File: config.mk
export PLATFORM = sky130hd
export DESIGN_NAME = motor_move_sequencer
export DESIGN_NICKNAME = d
export VERILOG_FILES = /design/src/rtl/motor_move_sequencer.sv
export SDC_FILE = /design/constraint.sdc
export NUM_CORES = 1
export LEC_CHECK = 0
export ABC_AREA = 1
export BUFFER_PORTS_ARGS = -buffer_cell sky130_fd_sc_hd__clkbuf_2
export CORE_MARGIN = 2
export CORE_UTILIZATION = 35
export DETAILED_ROUTE_END_ITERATION = 6
export GPL_ROUTABILITY_DRIVEN = 0
export PLACE_DENSITY = 0.58
export SYNTH_ARGS = -nofsm -noshare
export SYNTH_HDL_FRONTEND = slang
export SYNTH_SLANG_ARGS = --single-unit
export TNS_END_PERCENT = 20
File: constraint.sdc
create_clock -name sysclk -period 6.55 [get_ports sysclk]
set_input_delay 1.31 -clock sysclk [delete_from_list [all_inputs] [get_ports sysclk]]
set_output_delay 1.31 -clock sysclk [all_outputs]
set_load 0.01 [all_outputs]
File: src/rtl/motor_move_sequencer.sv
// Single-axis move sequencer for six stepper motors: validates a one-hot motor select
// and BCD target, then emits timed Dir/Step pulses while tracking every motor position.
module motor_move_sequencer #(
   parameter int STEP_PERIOD = 50000,
   parameter int PULSE_W     = 100,
   parameter int DIR_SETUP   = 10
) (
   input  logic       sysclk,
   input  logic       INIT,
   input  logic       Enter,
   input  logic [5:0] Motor,
   input  logic [3:0] TValue0,
   input  logic [3:0] TValue1,
   input  logic [3:0] TValue2,
   output logic [5:0] Step,
   output logic [5:0] Dir,
   output logic       Busy,
   output logic       Done,
   output logic       Err,
   output logic [9:0] CurPos,
   output logic [2:0] CurSel
);

   localparam int CNT_MAX = (STEP_PERIOD > DIR_SETUP) ? STEP_PERIOD : DIR_SETUP;
   localparam int CW      = $clog2(CNT_MAX + 1);
   localparam logic [CW-1:0] SETUP_LAST = CW'(DIR_SETUP - 1);
   localparam logic [CW-1:0] HI_LAST    = CW'(PULSE_W - 1);
   localparam logic [CW-1:0] LO_LAST    = CW'(STEP_PERIOD - PULSE_W - 1);

   typedef enum logic [2:0] {IDLE, LOAD, SETUP, PULSE_HI, PULSE_LO, FINISH} state_t;

   state_t        state, next_state;
   logic          enter_q, start_q;
   logic [5:0]    motor_l;
   logic [3:0]    dig_h, dig_t, dig_u;
   logic [9:0]    pos [6];
   logic [9:0]    remaining;
   logic [CW-1:0] cnt;

   logic [2:0]    load_idx;
   logic [9:0]    target, load_pos, distance, step_pos;
   logic          req_ok;

   // NOTE: every signal written in a combinational block gets a default first, so no latch is inferred.
   always_comb begin
      load_idx = '0;
      for (int i = 0; i < 6; i++) begin
         if (motor_l[i]) load_idx = 3'(i);
      end
      target   = 10'(dig_h) * 10'd100 + 10'(dig_t) * 10'd10 + 10'(dig_u);
      load_pos = pos[load_idx];
      distance = (target > load_pos) ? target - load_pos : load_pos - target;
      req_ok   = (motor_l != 6'd0) && ((motor_l & (motor_l - 6'd1)) == 6'd0) &&
                 (dig_h <= 4'd9) && (dig_t <= 4'd9) && (dig_u <= 4'd9);
      step_pos = Dir[CurSel] ? pos[CurSel] + 10'd1 : pos[CurSel] - 10'd1;
   end

   always_comb begin
      next_state = state;
      case (state)
         IDLE:     if (start_q) next_state = LOAD;
         LOAD:     next_state = (!req_ok || distance == 10'd0) ? FINISH : SETUP;
         SETUP:    if (cnt == SETUP_LAST) next_state = PULSE_HI;
         PULSE_HI: if (cnt == HI_LAST) next_state = PULSE_LO;
         PULSE_LO: if (cnt == LO_LAST) next_state = (remaining == 10'd0) ? FINISH : PULSE_HI;
         FINISH:   next_state = IDLE;
         default:  next_state = IDLE;
      endcase
   end

   // NOTE: sequential state uses non-blocking assignments only, so every flop samples pre-edge values.
   always_ff @(posedge sysclk) begin
      if (INIT) begin
         state     <= IDLE;
         enter_q   <= 1'b0;
         start_q   <= 1'b0;
         motor_l   <= '0;
         dig_h     <= '0;
         dig_t     <= '0;
         dig_u     <= '0;
         remaining <= '0;
         cnt       <= '0;
         Step      <= '0;
         Dir       <= '0;
         Busy      <= 1'b0;
         Done      <= 1'b0;
         Err       <= 1'b0;
         CurPos    <= '0;
         CurSel    <= '0;
         // NOTE: the position store is architectural state and must read 0 after reset, so it is reset explicitly.
         for (int i = 0; i < 6; i++) pos[i] <= '0;
      end else begin
         enter_q <= Enter;
         start_q <= Enter & ~enter_q;
         state   <= next_state;
         cnt     <= (next_state != state || state == IDLE) ? '0 : cnt + CW'(1);
         Busy    <= (next_state != IDLE);
         Done    <= (next_state == FINISH);
         Err     <= (state == LOAD) && !req_ok;
         // CurSel is already valid here: PULSE_HI is never entered directly from LOAD.
         Step    <= (next_state == PULSE_HI) ? (6'b000001 << CurSel) : 6'b000000;

         case (state)
            IDLE: begin
               if (start_q) begin
                  motor_l <= Motor;
                  dig_h   <= TValue0;
                  dig_t   <= TValue1;
                  dig_u   <= TValue2;
               end
            end
            LOAD: begin
               if (req_ok) begin
                  CurSel    <= load_idx;
                  CurPos    <= load_pos;
                  remaining <= distance;
                  if (distance != 10'd0) Dir[load_idx] <= (target > load_pos);
               end
            end
            PULSE_HI: begin
               if (cnt == HI_LAST) begin
                  pos[CurSel] <= step_pos;
                  CurPos      <= step_pos;
                  remaining   <= remaining - 10'd1;
               end
            end
            default: ;
         endcase
      end
   end

endmodule

==> results.md, run 1 <==
* Outcome: completed
* Crit-path max FO at 16
* PD cells at 306 mW/mm2
* Hold Path Class: flop to flop
* Resized Gates After CTS at 0
* Main synth FF type: edfxtp_1
* Clk pwr share at 29.6%
* Via count at 8,563
* Sw frac at 39.7%
* Seq/Total Area, Yosys at 41.0%
* CORE AREA at 0.0276 mm2
* Number of setup buffers added after CTS at 0
* FP Rows at 61
* I/O Buffers at 48
* Root Driver: clkbuf_16
* Cts bufs inserted at 17
* Hold buffer count at CTS at 0
* Net Count, Synth at 1,348
* RSZ-0062 raised after global routing: false
* Most frequent CP cell: ha_1
* Post-route worst setup slack at 1.05 ns
* GR Util All Layers at 20.1%
* Final clock skew at 0.0100 ns
* Die extent in x at 171 um
* Worst vdd ir at 0.000128 V
* H-tree levels at 4
* LEAKAGE at 0.00476 uW
* Sw power at 1340 uW
* Max incr delay on CP at 0.45 ns
* FF-to-FF path depth at 30
* Worst-Margin Slew at 0.724 ns
* Final wirelength at 28,700 um
* Syn Std Cell Area at 0.00976 mm2
* Starting Density at 35.3%
* Post-DRT Antenna Nets at 0
* 1st-iter DRT viols at 795
* Clock tree from TritonCTS: done
* YS warnings at 0
* Number of distinct library cells after synthesis at 46
* Reg power frac at 33.4%
* Antenna fix cells at 0
* Synth cell count leaders: nand2_1 (230), inv_1 (185), nor2_1 (151)
* Hold Vio Cnt, Final at 0
* Worst setup EP type: flop
* Count leader, synth: nand2_1
* Cell area after layout at 0.0110 mm2
* CP Class: flop to flop
* EDFF count, synth at 80
* Synthesis-to-finish area growth at 12.6%
* Int Pwr at 2030 uW
* Synth area leader: edfxtp_1
* Clock sinks at 160
* First-pass GRT wire length at 45,300 um
* Share of layout cells above drive strength 1 at 10.0%
* Slowest CP cell: fa_1
* Largest net degree at the start of global routing at 40
* Final Slew Violations at 0
* Final TNS setup at 0 ns
* Boundary Pins at 49
* Startpoint Class: flop
* Nets at 1,389
* Placed Area at 0.0104 mm2
* Pre-CTS WS at 1.04 ns
* Max-cap violations at 0
* Filler cell count at 2,935
* Max clock buf depth at 2
* Vias in the first global route at 8,310
* CP arrival at 5.86 ns
* DRC viols at 0
* Syn_area_per_cell at 7.74 um2
* Die height at 171 um
* Worst hold stages at 1
* Initial antenna violation count at 0
* Combinational cell fraction of total power at 37.0%
* Post-synth top area share at 24.6%
* Tot Pwr at 3360 uW
* Max Fclk at 182 MHz
* Max_slew headroom at 51.6%
* Synth Instances at 1,262
* Dpl hpwl at 21,700 um
* Yosys reg bits at 160
* Routed vias/inst at 5.05
* DR pass1 iterations at 5
* Top cells by area, synth: edfxtp_1 (25%), dfxtp_1 (16%), nand2_1 (8.8%)
* Fin crit share at 84.0%
* Full die area at 0.0292 mm2
* Worst path required time at 6.91 ns
* GRT overflow at 0
* Later-pin clock latency in the skew report at 0.43 ns
* Setup violations, final at 0
* Worst-path clk slew at 0.07 ns
* Ys async rst share at 0%
* WL per Instance at 16.9 um
* Post-route minimum period at 5.50 ns
stage by stage:
stage          cells  utilization [%]  hold slack, ns
2_1_floorplan   1262                -           0.373
3_3_place_gp    1662             37.7           0.383
3_5_place_dp    1662             37.7           0.384
4_1_cts         1694             39.8           0.393
5_1_grt         1694             39.8           0.412
6_report        1694             39.8           0.390
power groups by stage:
| stage | logic [uW] | clock network, uW | registers [uW] |
|---|---|---|---|
| floorplan | 903 | 0 | 1140 |
| global placement | 1220 | 0 | 1150 |
| detailed placement | 1220 | 0 | 1150 |
| CTS | 1230 | 1000 | 1120 |
| global route | 1400 | 1040 | 1130 |
| finish | 1240 | 996 | 1130 |
state kept, by name, indices dropped and copies added, names as in the netlist, named ones only:
name       cells
Done           1
Step           6
CurSel         3
cnt           16
CurPos        10
start_q        1
motor_l        6
Dir            6
dig_h          4
dig_t          4
pos           80
dig_u          4
enter_q        1
Busy           1
state          3
remaining     10
Err            1
worst max-delay path: cells and delay by family (launching register included):
family / cells / cell delay, ns
xor+xnor: 1 / 0.18
flops: 1 / 0.34
buf+inv: 3 / 0.24
simple gates: 17 / 2.19
fa+ha+maj: 6 / 2.01
compound gates: 3 / 0.46
per-layer routing:
metal  up-vias  routed length, um  track usage (%)  part of all wire [%]
li1       4242                  -                -                     -
met1      3982              13300             27.8                    46
met2       301              12700             32.3                    44
met3        38               2070             3.40                   7.2
met4         0                547             6.04                   1.9
met5         -                  0                0                     0
final timing paths:
check,from,endpoint,slack (ns)
setup / recovery,dig_t[1],cnt[4],1.05
hold / removal,enter_q,start_q,0.39
setup reg to reg,dig_t[1],cnt[4],1.05
hold reg to reg,enter_q,start_q,0.39
kinds of logic (layout without fill, tap and decap cells):
family	Yosys count	count (layout)	synth area share, %
compound gates	258	258	14.6
simple gates	505	505	22.5
buf+inv	231	285	9.12
flops	160	160	41.0
xor+xnor	43	43	3.86
fa+ha+maj	65	65	8.95
layout by cell type (no fill, tap or decap), types with 3 or more instances in the layout:
| master | instances |
|---|---|
| edfxtp_1 | 80 |
| nand2_4 | 5 |
| o21bai_1 | 3 |
| xor2_1 | 34 |
| o22ai_1 | 9 |
| inv_1 | 185 |
| clkbuf_2 | 48 |
| and2_1 | 3 |
| o211ai_1 | 17 |
| nand4_1 | 12 |
| a211oi_1 | 6 |
| dfxtp_1 | 80 |
| clkinv_1 | 3 |
| o21ai_0 | 93 |
| nor2_1 | 151 |
| ha_1 | 57 |
| xnor2_1 | 9 |
| nor4_1 | 3 |
| nand2_1 | 230 |
| inv_8 | 3 |
| buf_4 | 14 |
| nor3_1 | 15 |
| a221oi_1 | 6 |
| nand3_2 | 3 |
| a21oi_1 | 105 |
| inv_2 | 3 |
| a31oi_1 | 11 |
| nand2_2 | 6 |
| clkbuf_16 | 17 |
| fa_1 | 8 |
| nand3_1 | 55 |
| inv_6 | 6 |
| nor2_2 | 15 |
cell type report:
| cell class | instances | area, um2 | area share [%] |
|---|---|---|---|
| Multi-Input combinational cell | 871 | 4870 | 44.3 |
| Sequential cell | 160 | 4000 | 36.4 |
| Clock inverter | 14 | 141 | 1.29 |
| Inverter | 191 | 718 | 6.54 |
| Timing Repair Buffer | 62 | 345 | 3.14 |
| Tap cell | 378 | 473 | 4.30 |
| Clock buffer | 18 | 439 | 4.00 |
Note: power is estimated with default switching activity, not from simulation.
==> inputs of run 2 (changes only) <==
--- a/config.mk
+++ b/config.mk
@@ -5,13 +5,13 @@
 export SDC_FILE = /design/constraint.sdc
 export NUM_CORES = 1
 export LEC_CHECK = 0
-export ABC_AREA = 1
+export ABC_AREA = 0
 export BUFFER_PORTS_ARGS = -buffer_cell sky130_fd_sc_hd__clkbuf_2
 export CORE_MARGIN = 2
 export CORE_UTILIZATION = 35
 export DETAILED_ROUTE_END_ITERATION = 6
 export GPL_ROUTABILITY_DRIVEN = 0
-export PLACE_DENSITY = 0.58
+export PLACE_DENSITY = 0.6
 export SYNTH_ARGS = -nofsm -noshare
 export SYNTH_HDL_FRONTEND = slang
 export SYNTH_SLANG_ARGS = --single-unit
==> constraint.sdc (replaced) <==
create_clock -name sysclk -period 4.6 [get_ports sysclk]
set_input_delay 0.92 -clock sysclk [delete_from_list [all_inputs] [get_ports sysclk]]
set_output_delay 0.92 -clock sysclk [all_outputs]
set_load 0.01 [all_outputs]
==> results.md, run 2 <==
* Largest registers: pos x80, cnt x16
* Slowest CP cell: fa_1
* Largest register FFs at 80 (unchanged)
* Number of distinct library cells after synthesis at 66 (+43%)
* Multi-input logic area at 0.00524 mm2 (+7.7%)
* Top cells by area, synth: edfxtp_1 (25%), dfxtp_1 (17%), ha_1 (7.4%)
* YS warnings at 0 (unchanged)
* RSZ-0062 raised after global routing: true
* Synth cell count leaders: nand2_1 (103), nor2_1 (100), dfxtp_1 (80), edfxtp_1 (80), a21oi_1 (78)
* Post-placement cell count at 1,440 (-13%)
* Hold Vio Cnt, Final at 0 (unchanged)
* Startpoint Class: flop
* CORE AREA at 0.0270 mm2 (-2.5%)
* Dpl hpwl at 20,700 um (-4.6%)
* Post-DRT Antenna Nets at 0 (unchanged)
* FF-to-FF path depth at 22 (-27%)
* Routed vias/inst at 5.51 (+9.0%)
* Max clock buf depth at 2 (unchanged)
* Worst vdd ir at 0.000250 V (+95%)
* Full die area at 0.0288 mm2 (-1.6%)
* DRC viols at 0 (unchanged)
* Worst hold stages at 1 (unchanged)
* Max-cap violations at 0 (unchanged)
* Worst-path clk slew at 0.08 ns (about the same)
* WL per Instance at 19.0 um (+12%)
* R2R setup slack at -0.11 ns (-1.15 ns)
* Fin crit share at 102% (+18 points)
* Starting Density at 35.6% (+0.29 points)
* Synthesis-to-finish area growth at 20.0%
* Most common cell after layout, fill and taps aside: nand2_1
* Die height at 170 um (-0.81%)
* Final wirelength at 28,100 um (-1.9%)
* Worst hold path startpoint: enter_q
* CP cell instances: inv_1, ha_1, ha_1, inv_1, fa_1, inv_1, ha_1, ha_1, inv_2, o21bai_1, a21oi_2, xnor2_1, ha_1, o21ai_1, a32o_1, a31oi_1, o21a_2, mux2i_1, xor2_1, and4_4, o221a_4, nor3_1
* Later-pin clock latency in the skew report at 0.44 ns (about the same)
* Max incr delay on CP at 0.47 ns (+0.02 ns)
* WHS Endpoint: start_q
* Cts bufs inserted at 17 (unchanged)
* Final clock skew at 0.0147 ns (+0.00467 ns)
* Final core occ at 42.8% (+3.0 points)
* Synth Instances at 1,012 (-20%)
* Post-route minimum period at 4.71 ns (-0.795 ns)
* Most frequent CP cell: ha_1
* Crit-path max FO at 8 (-8)
* EDFF count, synth at 80 (unchanged)
* Vias in the first global route at 7,894 (-5.0%)
* Worst setup EP type: flop
* Main synth FF type: edfxtp_1
* WHS at 0.384 ns (-0.00659 ns)
* DR pass1 iterations at 6 (+1)
* Root Driver: clkbuf_16
* Syn Std Cell Area at 0.00960 mm2 (-1.7%)
* Net Count, Synth at 1,098 (-19%)
* Worst path required time at 4.91 ns (-2.00 ns)
* CP arrival at 5.02 ns (-0.84 ns)
* PD cells at 432 mW/mm2 (+41%)
* Clock tree from TritonCTS: done
* Outcome: complete, but fails checks
* Final Slew Violations at 0 (unchanged)
* Finished Layout Cells at 1,478 (-13%)
* LEAKAGE at 0.00447 uW (-6.0%)
* I/O Buffers at 48 (unchanged)
* Syn_area_per_cell at 9.49 um2 (+23%)
* Filler cell count at 2,579 (-12%)
* Via count at 8,143 (-4.9%)
* Synth area leader: edfxtp_1
* Max_slew headroom at 36.5% (-15 points)
* Nets at 1,210 (-13%)
* Seq. cell area at 0.00401 mm2 (+0.12%)
* H-tree levels at 4 (unchanged)
* FP Rows at 60 (-1.6%)
* Worst-Margin Slew at 0.950 ns (+0.225 ns)
* Yosys reg bits at 160 (unchanged)
* Max Fclk at 213 MHz (+17%)
* Share of layout cells above drive strength 1 at 22.3% (+12 points)
* GRT overflow at 0 (unchanged)
* 1st-iter DRT viols at 889 (+12%)
* Cell family with most CP delay: adder cells
* Ys async rst share at 0% (unchanged)
* Boundary Pins at 49 (unchanged)
* Tot Pwr at 4980 uW (+48%)
* Antenna fix cells at 0 (unchanged)
* Failing checks: setup timing
* CP Class: flop to flop
* First-pass GRT wire length at 44,200 um (-2.3%)
* Largest net degree at the start of global routing at 31 (-23%)
* Origin of the critical flop-to-flop path: dig_h[1]
* Hold Path Class: flop to flop
* Crit path buffers/inverters at 4 (+1)
* Clock sinks at 160 (unchanged)
* Count leader, synth: nand2_1
* GR Util All Layers at 20.0% (-0.14 points)
* Setup violations, final at 15 (+15)
* Die extent in x at 170 um (-0.81%)
* R2r endpoint: Step[4]
* Largest Register: pos
* Post-route worst setup slack at -0.106 ns (-1.15 ns)
* Commonest non-fill, non-tap cells in the layout: nand2_1 (103), nor2_1 (99), buf_4 (95), edfxtp_1 (80)
* Seq/Total Area, Yosys at 41.7% (+0.69 points)
* Initial antenna violation count at 0 (unchanged)
* Post-synth top area share at 25.0% (+0.41 points)
[run 2: worst max path at each step]
stage          depth (start not counted)     start  slack, ns       to
2_1_floorplan                         23  dig_t[3]       0.02  Step[0]
3_3_place_gp                          22  dig_h[1]      -0.13  Step[0]
3_5_place_dp                          22  dig_h[1]      -0.25  Step[2]
4_1_cts                               21  dig_t[3]      -0.07  Step[0]
5_1_grt                               20  dig_t[3]      -0.40  Step[2]
6_report                              22  dig_h[1]      -0.11  Step[4]
[run 2: cell type report]
type	count	share of cell area, %
clock inverter	15	1.54
multi-input combinational	729	45.5
tap	341	3.70
timing repair buffer	144	8.45
inverter	72	2.35
sequential	160	34.8
clock buffer	17	3.69
[run 2: cell families after synthesis]
kind of cell / after synthesis / synth area share [%]
flops: 160 / 41.7
buf+inv: 123 / 5.10
compound gates: 227 / 14.8
fa+ha+maj: 65 / 9.10
mux: 56 / 8.86
simple gates: 342 / 16.9
xor+xnor: 39 / 3.56
[run 2: per-layer routing]
metal,track usage (%),vias up,wire (um)
met5,0,-,0
met4,7.66,0,836
met3,3.66,61,1770
met2,32.4,293,13200
met1,26.6,3927,12300
li1,-,3862,-
[run 2: worst register-to-register path, cell delays in order, from the launching register on]
cell and delay, ns:
dfxtp_2 0.36, inv_1 0.06, ha_1 0.27, ha_1 0.17, inv_1 0.06, fa_1 0.47
inv_1 0.04, ha_1 0.28, ha_1 0.29, inv_2 0.05, o21bai_1 0.16, a21oi_2 0.08
xnor2_1 0.13, ha_1 0.34, o21ai_1 0.11, a32o_1 0.21, a31oi_1 0.13, o21a_2 0.27
mux2i_1 0.24, xor2_1 0.23, and4_4 0.31, o221a_4 0.27, nor3_1 0.07
[run 2: where the power goes]
part	internal, uW	leakage, uW	switching [uW]
registers	1560	0.00138	73.2
clock network	786	0.000292	708
logic	790	0.00280	1060
[run 2: per-stage QoR]
stage,setup slack [ns],TNS [ns],area [um2]
3_3_place_gp,-0.129,-1.00,10800
4_1_cts,-0.0704,-0.418,11500
2_1_floorplan,0.0164,0,9690
6_report,-0.106,-1.09,11500
5_1_grt,-0.402,-6.91,11500
3_5_place_dp,-0.251,-2.64,10800
[run 2: repair_timing]
| action | CTS | global route |
|---|---|---|
| hold buffers | 0 | 0 |
| pin swaps | 11 | 5 |
| resized for setup | 8 | 5 |
| cloned | 0 | 0 |
| setup buffers | 4 | 2 |
| endpoints found under the setup margin | 15 | 24 |
==> inputs of run 3 (changes only) <==
--- a/config.mk
+++ b/config.mk
@@ -7,6 +7,7 @@
 export LEC_CHECK = 0
 export ABC_AREA = 0
 export BUFFER_PORTS_ARGS = -buffer_cell sky130_fd_sc_hd__clkbuf_2
+export CORE_ASPECT_RATIO = 1.5
 export CORE_MARGIN = 2
 export CORE_UTILIZATION = 35
 export DETAILED_ROUTE_END_ITERATION = 6
==> results.md, run 3 (synthesis results as in run 2) <==
* Vias in the first global route at 8,132 (+3.0%)
* Slowest CP cell: fa_1
* H-tree levels at 4 (unchanged)
* Initial antenna violation count at 0 (unchanged)
* Reg power frac at 32.8% (about the same)
* Setup violations, final at 11 (-4)
* PD cells at 431 mW/mm2 (-0.26%)
* CORE AREA at 0.0271 mm2 (+0.66%)
* Filler cell count at 2,618 (+1.5%)
* Sw frac at 35.4% (-1.6 points)
* LEAKAGE at 0.00448 uW (+0.20%)
* Max_slew headroom at 35.1% (-1.4 points)
* Startpoint Class: flop
* Most common cell after layout, fill and taps aside: nand2_1
* Hold Vio Cnt, Final at 0 (unchanged)
* CP cell instances: ha_4, ha_4, fa_1, ha_1, ha_1, inv_2, o21bai_4, a21oi_2, o21bai_1, a21oi_1, xnor2_1, ha_1, o21ai_2, a32o_1, a31oi_1, o21a_2, mux2i_1, xor2_1, and4_4, o221a_4, nor4_1
* Failing checks: setup timing
* Later-pin clock latency in the skew report at 0.46 ns (+0.02 ns)
* I/O Buffers at 48 (unchanged)
* GR Util All Layers at 19.8% (-0.19 points)
* Worst-path clk slew at 0.07 ns (about the same)
* Routed vias/inst at 5.36 (-2.8%)
* Worst path required time at 4.93 ns (+0.02 ns)
* Full die area at 0.0288 mm2 (about the same)
* Max-cap violations at 0 (unchanged)
* Most frequent CP cell: ha_1
* Final clock skew at 0.0111 ns (-0.00356 ns)
* GRT overflow at 0 (unchanged)
* Largest Register: pos
* Crit-path max FO at 7 (-1)
* Clk pwr share at 29.4% (-0.6 points)
* Crit path buffers/inverters at 1 (-3)
* Post-route minimum period at 4.68 ns (-0.0289 ns)
* WHS at 0.389 ns (+0.00513 ns)
* Max clock buf depth at 2 (unchanged)
* CP Class: flop to flop
* Hold buffer count at CTS at 0 (unchanged)
* Final TNS setup at -0.621 ns (+0.465 ns)
* Sw power at 1760 uW (-4.3%)
* Clock tree from TritonCTS: done
* Placed Area at 0.0108 mm2 (-0.13%)
* First-pass GRT wire length at 43,600 um (-1.4%)
* Boundary Pins at 49 (unchanged)
* Hold Path Class: flop to flop
* Die height at 207 um (+22%)
* Post-route worst setup slack at -0.0767 ns (+0.0289 ns)
* Max Fclk at 214 MHz (+0.62%)
* Antenna fix cells at 0 (unchanged)
* Root Driver: clkbuf_16
* Worst-Margin Slew at 0.970 ns (+0.0206 ns)
* Worst setup EP type: flop
* Synthesis-to-finish area growth at 20.3%
* WL per Instance at 19.1 um (+0.46%)
* 1st-iter DRT viols at 561 (-37%)
* Combinational cell fraction of total power at 37.7% (+0.6 points)
* Nets at 1,211 (+0.083%)
* Max incr delay on CP at 0.44 ns (-0.03 ns)
* Post-DRT Antenna Nets at 0 (unchanged)
* Via count at 7,927 (-2.7%)
* Share of layout cells above drive strength 1 at 22.8% (+0.42 points)
* Largest registers: pos x80, cnt x16
* Final Slew Violations at 0 (unchanged)
* FP Rows at 74 (+23%)
* Outcome: complete, but fails checks
* Largest register FFs at 80 (unchanged)
* Final wirelength at 28,300 um (+0.60%)
* Cell family with most CP delay: adder cells
* Die extent in x at 139 um (-18%)
* Worst vdd ir at 0.000228 V (-8.5%)
* Tot Pwr at 4980 uW (about the same)
* DRC viols at 0 (unchanged)
* Clock sinks at 160 (unchanged)
* Largest net degree at the start of global routing at 31 (unchanged)
* Cts bufs inserted at 17 (unchanged)
* Dpl hpwl at 22,100 um (+6.9%)
* Int Pwr at 3220 uW (+2.5%)
* CP arrival at 5.00 ns (-0.02 ns)
* Fin crit share at 102% (-0.63 points)
* Commonest non-fill, non-tap cells in the layout: nand2_1 (103), nor2_1 (100), buf_4 (96), edfxtp_1 (80), dfxtp_1 (76)
* DR pass1 iterations at 6 (unchanged)
* RSZ-0062 raised after global routing: true
* Cell area after layout at 0.0116 mm2 (+0.25%)
* Starting Density at 35.4% (-0.23 points)
-- run 3: cell count changes in the layout (fill, tap and decap cells not counted), sizes merged --
cell    previous run  this run
bufinv             1         3
clkbuf            65        66
inv               82        74
clkinv             2         7
buf               96        97
-- run 3: area by class of cell --
cell class              count  area [um2]  area share, %
inverters                  72         270           2.34
flip-flops and latches    160        4010           34.7
clock buffers              18         429           3.71
clock inverters            14         165           1.43
well taps                 342         428           3.70
repair buffers            145         972           8.42
multi-input cells         729        5280           45.7
-- run 3: final timing paths --
kind / slack (ns) / depth (start not counted) / start / end
hold reg to reg: 0.39 / 1 / enter_q / start_q
setup reg to reg: -0.08 / 21 / dig_t[3] / Step[5]
setup / recovery: -0.08 / 21 / dig_t[3] / Step[5]
hold / removal: 0.39 / 1 / enter_q / start_q
-- run 3: power by group through the flow --
stage	registers [uW]	logic, uW	clock network (uW)
finish	1640	1880	1470
global route	1650	2040	1540
CTS	1640	1840	1490
detailed placement	1670	1810	0
global placement	1660	1810	0
floorplan	1640	1150	0
-- run 3: per-layer routing --
| metal | share of wire (%) | wire length, um | global-route usage [%] | vias to the layer above |
|---|---|---|---|---|
| met2 | 55 | 15400 | 38.3 | 194 |
| met1 | 36 | 10200 | 19.7 | 3812 |
| li1 | - | - | - | 3856 |
| met5 | 0 | 0 | 0 | - |
| met4 | 5.7 | 1600 | 12.7 | 0 |
| met3 | 3.5 | 985 | 2.84 | 65 |
-- run 3: metrics by stage --
step	cells	setup WS [ns]	util, %
floorplan	1012	0.0164	-
global placement	1441	-0.0891	39.8
detailed placement	1441	-0.248	39.8
CTS	1477	-0.0326	42.3
global route	1480	-0.329	42.6
finish	1480	-0.0767	42.6
-- run 3: worst register-to-register path: stages (launching register included) --
cell	delay (ns)
dfxtp_2	0.34
ha_4	0.24
ha_4	0.16
fa_1	0.44
ha_1	0.29
ha_1	0.28
inv_2	0.10
o21bai_4	0.07
a21oi_2	0.17
o21bai_1	0.08
a21oi_1	0.15
xnor2_1	0.11
ha_1	0.35
o21ai_2	0.08
a32o_1	0.20
a31oi_1	0.16
o21a_2	0.26
mux2i_1	0.24
xor2_1	0.22
and4_4	0.29
o221a_4	0.28
nor4_1	0.07
-- run 3: timing repair --
| action | in CTS | in global routing |
|---|---|---|
| pin swaps | 6 | 16 |
| setup buffers | 4 | 3 |
| resized for setup | 11 | 12 |
| endpoints found under the setup margin | 16 | 23 |
| endpoints found under the hold margin | 0 | 0 |
